**src/rtl/mips_pkg.sv**
```systemverilog
// mips_pkg: opcode constants and pipeline-control state shared by the decoder and pipeline_ctrl
package mips_pkg;
    localparam logic [5:0] OP_RTYPE = 6'd0;
    localparam logic [5:0] OP_BEQ   = 6'd4;
    localparam logic [5:0] OP_BNE   = 6'd5;
    localparam logic [5:0] OP_SW    = 6'd43;
    localparam logic [5:0] OP_LW    = 6'd35;
    localparam logic [5:0] OP_HALT  = 6'd63;
    typedef enum logic [1:0] {BOOT, RUN, DRAIN, HALTED} pctl_state_t;
endpackage

```
**src/rtl/load_use_detect.sv**
```systemverilog
// load_use_detect: flags an ID-stage instruction that reads the register a load in EX is still fetching
module load_use_detect
    import mips_pkg::*;
(
    input  logic [31:0] id_instr,
    input  logic        id_valid,
    input  logic        ex_mem_read,
    input  logic [4:0]  ex_dst,
    output logic        hazard
);
    logic [5:0] op;
    logic [4:0] rs, rt;
    logic       uses_rt;
    assign op      = id_instr[31:26];
    assign rs      = id_instr[25:21];
    assign rt      = id_instr[20:16];
    assign uses_rt = op == OP_RTYPE || op == OP_BEQ || op == OP_BNE || op == OP_SW;
    assign hazard  = id_valid && ex_mem_read && ex_dst != 5'd0 &&
                     (ex_dst == rs || (uses_rt && ex_dst == rt));
endmodule

```
**src/rtl/pipeline_ctrl.sv**
```systemverilog
// pipeline_ctrl: stall/flush/halt sequencer driving PC and pipeline-register enables, with perf counters
module pipeline_ctrl
    import mips_pkg::*;
#(
    parameter int CNT_W        = 16,
    parameter int DRAIN_CYCLES = 3
) (
    input  logic             clk,
    input  logic             rst_n,
    input  logic [31:0]      id_instr,
    input  logic             id_valid,
    input  logic             ex_mem_read,
    input  logic [4:0]       ex_dst,
    input  logic             mem_redirect,
    output logic             pc_en,
    output logic             pc_redirect,
    output logic             ifid_en,
    output logic             ifid_flush,
    output logic             idex_flush,
    output logic             exmem_flush,
    output logic             halted,
    output logic [CNT_W-1:0] stall_cnt,
    output logic [CNT_W-1:0] flush_cnt
);
    localparam int DW = DRAIN_CYCLES > 1 ? $clog2(DRAIN_CYCLES) : 1;
    pctl_state_t state, nstate;
    logic [DW-1:0] drain_q;
    logic hazard, halt_id;
    logic stall_inc, flush_inc, drain_load, drain_dec;
    load_use_detect u_lud (
        .id_instr   (id_instr),
        .id_valid   (id_valid),
        .ex_mem_read(ex_mem_read),
        .ex_dst     (ex_dst),
        .hazard     (hazard)
    );
    assign halt_id = id_valid && id_instr[31:26] == OP_HALT;
    always_comb begin
        nstate      = state;
        pc_en       = 1'b0;
        pc_redirect = 1'b0;
        ifid_en     = 1'b0;
        ifid_flush  = 1'b0;
        idex_flush  = 1'b0;
        exmem_flush = 1'b0;
        stall_inc   = 1'b0;
        flush_inc   = 1'b0;
        drain_load  = 1'b0;
        drain_dec   = 1'b0;
        case (state)
            BOOT: begin
                ifid_flush  = 1'b1;
                idex_flush  = 1'b1;
                exmem_flush = 1'b1;
                nstate      = RUN;
            end
            RUN: begin
                if (mem_redirect) begin
                    pc_en       = 1'b1;
                    pc_redirect = 1'b1;
                    ifid_en     = 1'b1;
                    ifid_flush  = 1'b1;
                    idex_flush  = 1'b1;
                    exmem_flush = 1'b1;
                    flush_inc   = 1'b1;
                end else if (hazard) begin
                    idex_flush = 1'b1;
                    stall_inc  = 1'b1;
                end else if (halt_id) begin
                    idex_flush = 1'b1;
                    drain_load = 1'b1;
                    nstate     = DRAIN;
                end else begin
                    pc_en   = 1'b1;
                    ifid_en = 1'b1;
                end
            end
            DRAIN: begin
                idex_flush = 1'b1;
                // an older branch resolving in MEM cancels the halt
                if (mem_redirect) begin
                    pc_en       = 1'b1;
                    pc_redirect = 1'b1;
                    ifid_en     = 1'b1;
                    ifid_flush  = 1'b1;
                    exmem_flush = 1'b1;
                    flush_inc   = 1'b1;
                    nstate      = RUN;
                end else if (drain_q == '0) begin
                    nstate = HALTED;
                end else begin
                    drain_dec = 1'b1;
                end
            end
            default: idex_flush = 1'b1;
        endcase
    end
    always_ff @(posedge clk or negedge rst_n) begin
        if (!rst_n) begin
            state     <= BOOT;
            drain_q   <= '0;
            stall_cnt <= '0;
            flush_cnt <= '0;
            halted    <= 1'b0;
        end else begin
            state  <= nstate;
            halted <= nstate == HALTED;
            if (drain_load)
                drain_q <= DW'(DRAIN_CYCLES - 1);
            else if (drain_dec)
                drain_q <= drain_q - DW'(1);
            if (stall_inc && !(&stall_cnt))
                stall_cnt <= stall_cnt + CNT_W'(1);
            if (flush_inc && !(&flush_cnt))
                flush_cnt <= flush_cnt + CNT_W'(1);
        end
    end
endmodule

```
**config.mk**
```make
export PLATFORM = sky130hd
export DESIGN_NAME = pipeline_ctrl
export DESIGN_NICKNAME = d
export VERILOG_FILES = /design/src/rtl/mips_pkg.sv /design/src/rtl/load_use_detect.sv /design/src/rtl/pipeline_ctrl.sv
export SDC_FILE = /design/constraint.sdc
export NUM_CORES = 1
export LEC_CHECK = 0
export BUFFER_PORTS_ARGS = -buffer_cell sky130_fd_sc_hd__clkbuf_2
export CORE_MARGIN = 8
export CORE_UTILIZATION = 48
export CTS_CLUSTER_DIAMETER = 40
export DETAILED_ROUTE_END_ITERATION = 16
export MAX_ROUTING_LAYER = met4
export PLACE_DENSITY = 0.79
export SYNTH_ARGS = -nofsm -noshare
export SYNTH_HDL_FRONTEND = slang
export SYNTH_SLANG_ARGS = --single-unit
```
**constraint.sdc**
```tcl
create_clock -name clk -period 2.8 [get_ports clk]
set_input_delay 0.28 -clock clk [delete_from_list [all_inputs] [get_ports clk]]
set_output_delay 0.28 -clock clk [all_outputs]
set_load 0.02 [all_outputs]
```
**After elaboration in Yosys (flattened, before gate mapping)**

Cells that the tools add are included.

- Add/sub/neg operators: 3
- Equal/unequal tests: 9
- Mux-type cells: 28
- Reductions and logical operators: 21

Operator list:

| kind | count |
|---|---|
| $add A16 B1 Y16 const B | 2 |
| $reduce_and A16 Y1 | 2 |
| $mux W1 | 18 |
| $mux W2 | 7 |
| $eq A6 B3 Y1 const B | 2 |
| $eq A6 B6 Y1 const B | 2 |
| $eq A5 B5 Y1 | 2 |
| $logic_and A1 B1 Y1 | 7 |
| $logic_not A6 Y1 | 1 |
| $pmux W2 S3 | 1 |
| $reduce_bool A5 Y1 | 1 |
| $eq A2 B2 Y1 const B | 2 |
| $logic_not A2 Y1 | 2 |
| $logic_or A1 B1 Y1 | 4 |
| $pmux W1 S2 | 2 |
| $eq A2 B1 Y1 const B | 1 |
| $logic_not A1 Y1 | 2 |
| $reduce_bool A2 Y1 | 1 |
| $reduce_or A2 Y1 | 1 |
| $sub A2 B1 Y2 const B | 1 |

- Register bits after elaboration: 37
- Input bits: 42
- Output and inout port bits: 39
- Word-level logic and storage cells: 66

**Depth between registers and ports, before layout**

- Word-level depth: 11
- Mapped depth: 8
- Gate-level depth less buffers: 7

**Modules after synthesis**

Synthesis repeated with hierarchy kept, for this count alone.

- Cell total of the unflattened synthesis: 193
- Area total of the unflattened synthesis: 2047.0 um^2

By module, submodules not included:

| module | instances | cells each | area an instance (um^2) | seq. area each (um^2) |
|---|---|---|---|---|
| pipeline_ctrl | 1 | 173 | 1891.8 | 925.9 |
| load_use_detect | 1 | 20 | 155.1 | 0.0 |

**Least setup slack after synthesis**

Ideal clock, no wire load.

- Kind: input to output
- Start point: input port ex_dst[1]
- End point: output port pc_en
- Data arrival time: 2.136 ns
- Required time: 2.520 ns
- Path slack: 0.384 ns
- Cell stages on the path: 7
- Cell sequence: or3_1 o311a_1 o2111ai_1 and2_1 a21oi_1 nor3b_1 buf_4

- Cells in the longest elaborated chain, start to end: 7
- Elaborated cells on any way between the ends: 10

Ends and longest elaborated chain:

| item | RTL line | source |
|---|---|---|
| start, declared | pipeline_ctrl.sv:13 | `input logic [4:0] ex_dst,` |
| $eq A5 B5 Y1 | load_use_detect.sv:19 | `(ex_dst == rs \|\| (uses_rt && ex_dst == rt));` |
| $logic_and A1 B1 Y1 | load_use_detect.sv:19 |  |
| $logic_or A1 B1 Y1 | load_use_detect.sv:19 |  |
| $logic_and A1 B1 Y1 (*) | load_use_detect.sv:18 | `assign hazard = id_valid && ex_mem_read && ex_dst != 5'd0 &&` |
| $mux W1 (*) (2 in a row) | n/a |  |
| $pmux W1 S2 (*) | n/a |  |
| end, declared | pipeline_ctrl.sv:15 | `output logic pc_en,` |

Mark *: on every way between the ends. The rest lies on a longest branch, timed or not.

**Final worst setup path**

- Start point: register stall_cnt[0]
- End point: register stall_cnt[1]

- Cells in the longest elaborated chain, start to end: 3
- Elaborated cells on any way between the ends: 4

Ends and longest elaborated chain:

| item | RTL line | source |
|---|---|---|
| start, declared | pipeline_ctrl.sv:22 | `output logic [CNT_W-1:0] stall_cnt,` |
| start signal, assigned | pipeline_ctrl.sv:113 | `stall_cnt <= stall_cnt + CNT_W'(1);` |
| parallel branches: the longest is 3 deep, another holds $add A16 B1 Y16 | n/a |  |

Parallel ways; which one is timed is not known.
A chain may end at the register's enable or synchronous reset.

==> summary.md <==
| Metric | Value |
|---|---|
| Total core area | `around 4000 um2` |
| Hpwl dp | `between 3000 and 4000 um` |
| Clock sinks | `37` |
| Post-route ant nets | `0` |
| Worst-path clk slew | `around 0.070 ns` |
| Syn Inst Count | `slightly above 200` |
| Final setup violation count | `0` |
| Synth cell types | `36` |
| Die area | `approximately 6600 um2` |
| Width of the die | `81.09 um` |
| R2r worst-path depth | `6` |
| Sw Ratio | `a little over a third` |
| Worst setup startpoint | `stall_cnt[0]$_DFFE_PN0P_` |
| Hold Buf Count CTS | `0` |
| Postcts setup bufs | `0` |
| Synth warn | `0` |
| TritonCTS Buffers | `5` |
| Post-synth top cells | `dfrtp_1, xnor2_1, nand2_1` |
| Slew headroom | `between 40% and 50%` |
| Layout cells sized above 1 | `between 20 and 30%` |
| Internal power | `1.133 mW` |
| Ys flop type | `dfrtp_1` |
| Placed insts | `312` |
| First-pass GRT wire length | `7493 um` |
| Vias per cell | `between 5 and 6` |
| Inserted Diodes | `0` |
| Initial DRC count | `44` |
| GRT Resource Usage Total | `14.78%` |
| Dominant cell type by area after synthesis | `dfrtp_1` |
| Run status | `finished clean` |
| Count leader, synth | `dfrtp_1` |
| Initial Util | `between 50 and 60%` |
| Largest net degree at the start of global routing | `38` |
| Required time of the critical path | `roughly 3.0 ns` |
| Mean Syn Cell Area | `10.02 um2` |
| Port Buffer Count | `64` |
| Reg power frac | `approximately two fifths` |
| H-tree levels | `2` |
| Arr. time, crit path | `~2.5 ns` |
| Design area | `around 2500 um2` |
| Worst reg2reg startpoint | `stall_cnt[0]$_DFFE_PN0P_` |
| Residual DRC count | `0` |
| Post-Route WL | `4570 um` |
| Worst-Margin Slew | `roughly 0.90 ns` |
| DR vias | `between 1500 and 2000` |
| Std-Cell Rows | `23` |
| Synth top area cells | `dfrtp_1, xnor2_1, xor2_1` |
| Top cell type's share of synthesized area | `about 46%` |
| Cell Pwr Density | `around 700 nW/um2` |
| Final Hold Fails | `0` |
| Final Non-Filler Cells | `320` |
| Static leakage | `about 1.2 nW` |
| Period utilization | `83.86%` |
| Die height | `81.09 um` |
| WHS | `around 0.11 ns` |
| Placed cell areas | `between 2000 and 2500 um2` |
| Worst-case clock skew | `0.002924 ns` |
| FF+latch count, synth | `37` |
| Max_cap viols | `0` |
| Nets | `318` |
| Critical Path Fanout Max | `15` |
| Routed length per instance | `~14 um` |
| Clk_lat worst skew | `between 0.2 and 0.3 ns` |
| DR pass1 iterations | `4` |
| Area growth from synthesis to layout | `23.38%` |
| GP Congestion | `around 0.78` |
| FFs w/ async S/R, synth | `100.0%` |
| Kind of end point of the critical path | `flop` |
| Final TNS setup | `0 ns` |
| Clock tree buffer depth | `2` |
| Sequential fraction of the synthesis area | `45.54%` |
| CTS tree | `yes` |
| Num ports | `81` |
| EDFF count, synth | `0` |
| Net Switching | `about 630 uW` |
| HP Class | `primary input to async pin` |
| Number of global-route vias before repair | `1681` |
| Antenna violations before repair | `0` |
| Setup CP Type | `flop to flop` |
| # resized after CTS | `0` |
| Worst IR drop on VDD | `about 0.00033 V` |
| CTS Root Cell | `clkbuf_8` |
| Max frequency | `0.4259 GHz` |
| RSZ-0062 raised after global routing | `no` |
| Comb pwr share | `roughly a third` |
| Worst Setup Start Kind | `flop` |
| Post-Syn Nets | `between 200 and 300` |
| Min Clock Period, post-route | `around 2.3 ns` |
| Clock group share of total power | `between 20% and 30%` |
| Max Slew Vio Count | `0` |
| Mapped Area | `2033 um2` |
| Grt total ovfl | `0` |
## state kept, by name, summed over array words and instances (netlist names)
| signal | cells |
|---|---|
| stall_cnt | 16 |
| halted | 1 |
| flush_cnt | 16 |
| drain_q | 2 |
| state | 2 |
## final cells by class
| type | count | area [um2] |
|---|---|---|
| clock inverter | 1 | 30.03 |
| tap | 50 | 62.56 |
| clock buffer | 7 | 86.33 |
| sequential | 37 | 925.9 |
| inverter | 7 | 26.28 |
| multi-input combinational | 153 | 1050 |
| fill | 357 | 1520 |
| timing repair buffer | 65 | 327.8 |
## stage by stage
| step | total power, mW | setup WS [ns] | util [%] |
|---|---|---|---|
| 4_1_cts | 1.778 | 0.4553 | 62.27 |
| 3_3_place_gp | 1.282 | 0.4866 | 59.38 |
| 6_report | 1.760 | 0.4519 | 62.27 |
| 2_1_floorplan | 1.126 | 0.3837 | - |
| 3_5_place_dp | 1.299 | 0.4615 | 59.38 |
| 5_1_grt | 1.872 | 0.3164 | 62.27 |
## worst paths after layout
check	slack [ns]	to
min	0.11	halted$_DFF_PN0_
max	0.45	stall_cnt[1]$_DFFE_PN0P_
min reg2reg	0.49	stall_cnt[6]$_DFFE_PN0P_
min in group clk	0.49	stall_cnt[6]$_DFFE_PN0P_
max reg2reg	0.45	stall_cnt[1]$_DFFE_PN0P_
max in group asynchronous	2.13	stall_cnt[10]$_DFFE_PN0P_
## routing by layer
layer | vias up | GRT usage [%] | part of all wire, %
met1 | 802 | 17.05 | 42
met3 | 6 | 3.642 | 5.0
met4 | 0 | 5.000 | 1.4
li1 | 840 | - | -
met5 | - | - | 0
met2 | 37 | 24.54 | 52
## power by group through the flow
stage	clock, mW	sequential (mW)	combinational (mW)
global placement	0	0.682	0.600
global route	0.514	0.687	0.671
CTS	0.486	0.676	0.617
floorplan	0	0.730	0.396
detailed placement	0	0.686	0.613
finish	0.474	0.675	0.610
## worst max-delay path, cell delays in order (launching register included)
cell	delay [ns]
dfrtp_1	0.42
ha_1	0.23
and3_1	0.24
and2_1	0.19
a31o_2	0.27
a21oi_2	0.49
mux2_2	0.40
## cells by family after synthesis
| group | synth area share (%) |
|---|---|
| buffers and inverters | 2.831 |
| muxes | 1.108 |
| xor gates and xnor gates | 17.23 |
| adders and majority gates | 4.307 |
| and+or+nand+nor | 22.22 |
| AOI/OAI and AO/OA | 6.770 |
| DFF | 45.54 |
## cell usage in the layout (no fill, tap or decap), types with 2 or more instances in the layout
cell       n
xnor2_1   28
nand2_1   17
and3_1    10
a21oi_1    8
nor2_1    12
and2_1     4
dfrtp_1   37
ha_1       7
xor2_1    12
clkbuf_2  64
clkbuf_8   6
nor3_1     2
inv_1      7
nand3_1   11
and4_1     2
nand2b_1   4
mux2_2     2
or3_1      3
nand4_1   11
o21ai_0    5
Power figures use the tool's default switching activity.
